**config.mk**
```make
export PLATFORM = sky130hd
export DESIGN_NAME = isqrt_recon
export DESIGN_NICKNAME = d
export VERILOG_FILES = /design/src/rtl/isqrt_recon.sv
export SDC_FILE = /design/constraint.sdc
export NUM_CORES = 1
export LEC_CHECK = 0
export CAP_MARGIN = 20
export CORE_MARGIN = 10
export CORE_UTILIZATION = 55
export DETAILED_ROUTE_END_ITERATION = 8
export PLACE_DENSITY = 0.75
export SYNTH_ARGS = -nofsm -noshare
export SYNTH_HDL_FRONTEND = slang
export SYNTH_SLANG_ARGS = --single-unit
```
**constraint.sdc**
```tcl
create_clock -name clk -period 2.8 [get_ports clk]
set_input_delay 0.42 -clock clk [delete_from_list [all_inputs] [get_ports clk]]
set_output_delay 0.42 -clock clk [all_outputs]
set_load 0.05 [all_outputs]
```
**src/rtl/isqrt_recon.sv**
```systemverilog
// Purpose : rebuilds the 16-bit radicand root*root + rem by summing the first
//           `root` odd numbers onto rem, one addition per clock.
// Latency : done rises root+3 rising edges after the edge that samples oper=1 in IDLE.
// Backpressure: none; operands are captured once in LOAD, and later oper/root/rem
//           changes are ignored until the FSM is back in IDLE. done holds while oper=1.
// Ports   : clk, reset (async, active-high)
//           oper  - request level, sampled in IDLE
//           root  - 8-bit root operand, rem - 9-bit remainder operand
//           value - low 16 bits of root^2 + rem; ovf - sum >= 65536
//           bad_rem - rem > 2*root (non-canonical pair); done/busy - status
module isqrt_recon (
  input  logic        clk,
  input  logic        reset,
  input  logic        oper,
  input  logic [7:0]  root,
  input  logic [8:0]  rem,
  output logic [15:0] value,
  output logic        done,
  output logic        busy,
  output logic        ovf,
  output logic        bad_rem
);

  localparam logic [1:0] IDLE = 2'd0;
  localparam logic [1:0] LOAD = 2'd1;
  localparam logic [1:0] ACC  = 2'd2;
  localparam logic [1:0] DONE = 2'd3;

  logic [1:0]  state;
  logic [7:0]  root_r;
  logic [8:0]  rem_r;
  logic [16:0] acc;   // 17 bits: peak is 65025 + 511 = 65536, so no wrap
  logic [8:0]  odd;   // next odd addend, reaches 511 after 255 additions
  logic [7:0]  cnt;

  assign done = (state == DONE);
  assign busy = (state == LOAD) || (state == ACC);

  always_ff @(posedge clk or posedge reset) begin
    if (reset) begin
      state   <= IDLE;
      root_r  <= 8'd0;
      rem_r   <= 9'd0;
      acc     <= 17'd0;
      odd     <= 9'd0;
      cnt     <= 8'd0;
      value   <= 16'd0;
      ovf     <= 1'b0;
      bad_rem <= 1'b0;
    end else begin
      case (state)
        IDLE: begin
          if (oper) state <= LOAD;
        end
        LOAD: begin
          root_r  <= root;
          rem_r   <= rem;
          acc     <= {8'b0, rem};
          odd     <= 9'd1;
          cnt     <= 8'd0;
          value   <= 16'd0;
          ovf     <= 1'b0;
          bad_rem <= 1'b0;
          state   <= ACC;
        end
        ACC: begin
          if (cnt == root_r) begin
            // sum of first root_r odd numbers is root_r^2, so acc is final here
            state   <= DONE;
            value   <= acc[15:0];
            ovf     <= acc[16];
            bad_rem <= (rem_r > {root_r, 1'b0});
          end else begin
            acc <= acc + {8'b0, odd};
            odd <= odd + 9'd2;
            cnt <= cnt + 8'd1;
          end
        end
        DONE: begin
          // oper must drop before another request can be taken
          if (!oper) state <= IDLE;
        end
        default: state <= IDLE;
      endcase
    end
  end

endmodule

```
==> results_dict.tcl, run 1 <==
set metrics [dict create \
    outcome "finished clean" \
    final-instance-count-excl-fill 550 \
    slowest_stage "fa_1" \
    r2r-start "acc[0]$_DFFE_PP0P_" \
    synth-edff-count 0 \
    drc 0 \
    viasPerCell 6.10 \
    crit_family "compound AO/OA/AOI/OAI gates" \
    ys.flop_type "dfrtp_1" \
    startpoint_type "register" \
    hold_path.class "in2async" \
    area_delta_synth_final_pct 18.3 \
    die-area_mm2 0.0111 \
    ios 40 \
    syn_avg_cell_area_um2 9.80 \
    wire_per_inst_um 17.8 \
    crit_start "acc[0]$_DFFE_PP0P_" \
    whs_ns 0.459 \
    grt_overflow 0 \
    power_mw 4.72 \
    path_clk_slew_ns 0.08 \
    synthTopCellsByArea "dfrtp_1, ha_1, o21ai_0" \
    insertion_delay_ns 0.35 \
    power.leakage_nw 2.08 \
    place.detailed.hpwl_um 7100 \
    cp.arrival_ns 2.87 \
    final_core_util 0.659 \
    layout_commonest_cell "dfrtp_1" \
    diodes 0 \
    cts_tree "done" \
    dp.cells 534 \
    holdBufCountCts 0 \
    fillers 580 \
    skew_ns 0.0117 \
    cts_root_buf "clkbuf_8" \
    cts.repair.resized 0 \
    multi_input_area_mm2 0.00206 \
    ys_async_sr_fraction 1.00 \
    postRouteWirelength_um 9790 \
    crit_path_max_fanout 5 \
    syn_inst 408 \
    worstPathRequired_ns 3.10 \
    layout_common_cells "dfrtp_1, nand2_1, o21ai_0" \
    crit_path_end_kind "register" \
    cts.sinks 71 \
    die_h_um 105 \
    dr.pass1.iters 5 \
    setup_viol 0 \
    grt_max_degree 45 \
    cp_common_cell "o21ai_0" \
    drt_iter0_markers 187 \
    nets 491 \
    synth_top_cell_by_area "dfrtp_1" \
    grt_usage 0.180 \
    hold_violations 0 \
    rsz0062_at_grt "no" \
    r2r_slack_ns 0.22 \
    slew_viol_final 0 \
    peakVddDrop_mv 0.956 \
    htree_num_levels 3 \
    synth_warnings 0 \
    coreArea_mm2 0.00718 \
    seqCellArea_mm2 0.00178 \
    antenna_found_initial 0 \
    slew_headroom 0.446 \
    synth.distinct_cells 51 \
    syn-cell-area_mm2 0.00400 \
    worst_pin_slew_ns 0.832 \
    crit_chain "ha_1 > fa_1 > a211oi_1 > o21ai_0 > a31oi_2 > nor4b_1 > o21ai_0 > a22o_1" \
    crit_type "reg2reg" \
    first_global_vias 3350 \
    gp_congestion 0.933 \
    ys_seq_elements 71 \
    period_minus_slack_ns 2.58 \
    portBuffers 39 \
    die_w_um 105 \
    synthDominantCellAreaShare 0.444 \
    ys_seq_area_frac 0.444 \
    synth_fp_nets 453 \
    max-cap-violations 0 \
    post_cts_buffers 0 \
    cts_buffers 9 \
    vias 3353 \
    cpPeakStageDelay_ns 0.43 \
    power_density_mw_per_mm2 998 \
    start_util 0.557 \
    ant_nets 0 \
    clk_path_buf_depth 2 \
    tns_ns 0 \
    post_route_cells_drive_above_1_share 0.102 \
    rows 31 \
    critPathBufInv 0 \
    fin_crit_sh 0.920 \
    grt_pass1_wl_um 16600 \
    fmax_ghz 0.388 \
]
path summary, 6_finish.rpt:
kind                                         end  depth (start not counted)
min reg2reg                value[10]$_DFFE_PP0P_                          1
max reg2reg                  acc[14]$_DFFE_PP0P_                          8
min in group clk           value[10]$_DFFE_PP0P_                          1
min                        value[14]$_DFFE_PP0P_                          2
max                          acc[14]$_DFFE_PP0P_                          8
max in group asynchronous   value[8]$_DFFE_PP0P_                          3
sequential cells by signal, indices dropped and copies added (netlist names):
register  flops
acc          17
value        16
odd           9
rem_r         9
cnt           8
root_r        8
state         2
bad_rem       1
ovf           1
cell usage after synthesis, types with 2 or more instances:
master	number
o21bai_1	2
a32o_1	5
mux2i_1	8
a211oi_1	5
nor2_1	21
nand2_1	42
nor4_1	4
nor2b_1	2
dfrtp_1	71
xnor2_1	4
a21o_1	9
mux2_2	11
a22oi_1	11
o21ai_0	42
o21ai_1	2
nand3_1	11
nor3_1	12
ha_1	24
o31ai_1	5
a22o_1	5
inv_1	18
nand4_1	5
clkbuf_1	15
and3_1	3
a21oi_1	16
xor2_1	8
o21a_1	2
a2111oi_0	3
o2bb2ai_1	16
buf_2	5
where the power goes:
group	total (mW)	switching (mW)	internal, mW
clock	0.919	0.392	0.526
combinational	2.29	1.44	0.850
sequential	1.51	0.234	1.28
total	4.72	2.06	2.66
metal layers:
layer	routed length [um]	global-route usage
met1	4350	0.244
met2	4540	0.273
met3	699	0.0457
met4	198	0.0627
met5	0	0
worst register-to-register path: stages (launching register included):
cell	delay, ns
dfrtp_1	0.40
ha_1	0.25
fa_1	0.43
a211oi_1	0.39
o21ai_0	0.22
a31oi_2	0.38
nor4b_1	0.13
o21ai_0	0.19
a22o_1	0.15
through the flow:
| stage | setup WS [ns] | area [um2] |
|---|---|---|
| after CTS | 0.183 | 4720 |
| after global placement | 0.248 | 4500 |
| after detailed placement | 0.167 | 4500 |
| after floorplan | 0.493 | 4000 |
| final | 0.225 | 4730 |
| after global routing | 0.135 | 4730 |
layout make-up:
| cell class | instances | area share |
|---|---|---|
| clock buffers | 11 | 0.0299 |
| clock inverters | 5 | 0.0172 |
| multi-input cells | 296 | 0.435 |
| inverters | 18 | 0.0143 |
| repair buffers | 50 | 0.102 |
| well taps | 99 | 0.0262 |
| flip-flops and latches | 71 | 0.376 |
kinds of logic (layout without fill, tap and decap cells):
logic type / count (synthesis) / in the layout / synth area share
compound gates: 133 / 133 / 0.229
simple gates: 107 / 107 / 0.126
flops: 71 / 71 / 0.444
buf+inv: 41 / 84 / 0.0429
fa+ha+maj: 25 / 25 / 0.0801
mux: 19 / 19 / 0.0510
xor+xnor: 12 / 12 / 0.0263
No activity file was read; power rests on OpenSTA's default activity.
==> run 2, diff against run 1 <==
--- a/config.mk
+++ b/config.mk
@@ -8,7 +8,9 @@
 export CAP_MARGIN = 20
 export CORE_MARGIN = 10
 export CORE_UTILIZATION = 55
+export CTS_BUF_LIST = sky130_fd_sc_hd__clkbuf_4
 export DETAILED_ROUTE_END_ITERATION = 8
+export GPL_ROUTABILITY_DRIVEN = 0
 export PLACE_DENSITY = 0.75
 export SYNTH_ARGS = -nofsm -noshare
 export SYNTH_HDL_FRONTEND = slang
==> run 2 against run 1 <==
  * Clock power decreased by 19%
  * Combinational power about the same
  * Total power decreased by 4.1%
  * Fmax increased by 0.63%
  * Die area unchanged
  * Routed wire length decreased by 1.9%
  * Critical endpoint unchanged
  * Largest power group unchanged
==> results_dict.tcl, run 2 (synthesis results as in run 1) <==
set metrics [dict create \
    outcome "finished clean" \
    cts_root_buf "clkbuf_4" \
    fin_crit_sh 0.914 \
    tns_ns 0 \
    switching_share 0.449 \
    drt_iter0_markers 256 \
    worst_pin_slew_ns 0.830 \
    whs_ns 0.370 \
    layout_common_cells "dfrtp_1, nand2_1, o21ai_0" \
    slew_headroom 0.447 \
    power.leakage_nw 2.06 \
    ios 40 \
    critPathBufInv 0 \
    worstPathRequired_ns 3.18 \
    cp.arrival_ns 2.94 \
    final_core_util 0.651 \
    reg.largest.list "acc: 17 flops, value: 16 flops" \
    first_global_vias 3342 \
    start_util 0.557 \
    coreArea_mm2 0.00718 \
    ant_nets 0 \
    r2r_slack_ns 0.24 \
    dr.pass1.iters 5 \
    wire_per_inst_um 17.4 \
    viasPerCell 6.11 \
    die_w_um 105 \
    grt_max_degree 45 \
    startpoint_type "register" \
    skew_ns 0.0134 \
    vias 3361 \
    clkPwrFrac 0.165 \
    max-cap-violations 0 \
    pwr-share-comb 0.502 \
    grtUsageMet2 0.269 \
    crit_path_max_fanout 5 \
    use_met1 0.240 \
    fmax_ghz 0.391 \
    crit_chain "ha_1 > fa_1 > a211oi_1 > o21ai_0 > a31oi_2 > nor4b_1 > o21ai_0 > a22o_1" \
    crit_family "compound AO/OA/AOI/OAI gates" \
    diodes 0 \
    rows 31 \
    cts_tree "done" \
    power_switching_mw 2.03 \
    cts_buffers 9 \
    cpPeakStageDelay_ns 0.43 \
    nets 491 \
    setup_viol 0 \
    period_minus_slack_ns 2.56 \
    use_met3 0.0451 \
    clk_path_buf_depth 2 \
    area_delta_synth_final_pct 16.7 \
    hold_path.class "in2async" \
    post_route_cells_drive_above_1_share 0.102 \
    cp_common_cell "o21ai_0" \
    portBuffers 39 \
    path_clk_slew_ns 0.12 \
    peakVddDrop_mv 0.982 \
    layout_commonest_cell "dfrtp_1" \
    cts.sinks 71 \
    largest_reg_flops 17 \
    antenna_found_initial 0 \
    gr-max-usage-layer "met2" \
    dp.cells 534 \
    power_density_mw_per_mm2 969 \
    die_h_um 105 \
    hold_violations 0 \
    insertion_delay_ns 0.43 \
    slew_viol_final 0 \
    die-area_mm2 0.0111 \
    grt_overflow 0 \
    crit_path_end_kind "register" \
    htree_num_levels 3 \
    holdBufCountCts 0 \
    largest-register "acc" \
    postRouteWirelength_um 9600 \
    crit_type "reg2reg" \
    drc 0 \
    rsz0062_at_grt "no" \
    place.detailed.hpwl_um 7100 \
    slowest_stage "fa_1" \
    grt_usage 0.178 \
    grt_pass1_wl_um 16400 \
    internal_power_mw 2.49 \
    final-instance-count-excl-fill 550 \
    seq_power_share 0.333 \
]
## run 2: stage by stage
stage	power [mW]	setup slack (ns)	area [um2]
after floorplan	3.14	0.493	4000
after global placement	3.70	0.248	4500
after detailed placement	3.79	0.167	4500
after CTS	4.54	0.187	4660
after global routing	4.91	0.131	4670
final	4.52	0.241	4670
## run 2: path summary, 6_finish.rpt
check,from,to,depth (start not counted)
worst max-delay path,acc[0]$_DFFE_PP0P_,acc[14]$_DFFE_PP0P_,8
min in group clk,value[11]$_DFFE_PP0P_,value[11]$_DFFE_PP0P_,1
worst min register to register,value[11]$_DFFE_PP0P_,value[11]$_DFFE_PP0P_,1
max in group asynchronous,reset,odd[7]$_DFFE_PP0P_,3
worst min-delay path,reset,value[13]$_DFFE_PP0P_,2
worst max register to register,acc[0]$_DFFE_PP0P_,acc[14]$_DFFE_PP0P_,8
## run 2: power groups by stage
stage / clock (mW) / sequential, mW / combinational, mW
global placement: 0 / 1.52 / 2.19
floorplan: 0 / 1.47 / 1.67
detailed placement: 0 / 1.53 / 2.27
finish: 0.746 / 1.51 / 2.27
CTS: 0.757 / 1.51 / 2.27
global route: 0.816 / 1.54 / 2.55
## run 2: timing repair
action / CTS / global route
resized for setup: 0 / 1
buffers inserted: 0 / 0
endpoints found under the setup margin: 0 / 1
## run 2: routing by layer
metal | routed length (um) | vias up | share of wire
li1 | - | 1583 | -
met1 | 4310 | 1648 | 0.45
met2 | 4400 | 116 | 0.46
met3 | 722 | 14 | 0.075
met4 | 170 | 0 | 0.018
met5 | 0 | - | 0
## run 2: final cells by class
| cell class | instances | area [um2] |
|---|---|---|
| clock buffers | 10 | 75.1 |
| clock inverters | 6 | 85.1 |
| fillers | 587 | 2510 |
| inverters | 18 | 67.6 |
| multi-input cells | 296 | 2060 |
| flip-flops and latches | 71 | 1780 |
| well taps | 99 | 124 |
| repair buffers | 50 | 483 |
## run 2: worst reg2reg max path, stage by stage (launching register included)
cell and delay, ns:
dfrtp_1 0.42, ha_1 0.25, fa_1 0.43, a211oi_1 0.40, o21ai_0 0.22, a31oi_2 0.37, nor4b_1 0.13, o21ai_0 0.17
a22o_1 0.14
==> run 3, diff against run 2 <==
--- a/config.mk
+++ b/config.mk
@@ -5,7 +5,6 @@
 export SDC_FILE = /design/constraint.sdc
 export NUM_CORES = 1
 export LEC_CHECK = 0
-export CAP_MARGIN = 20
 export CORE_MARGIN = 10
 export CORE_UTILIZATION = 55
 export CTS_BUF_LIST = sky130_fd_sc_hd__clkbuf_4
==> results of run 3 <==
No change in the layout: final DEF, timing and power equal those of run 2.
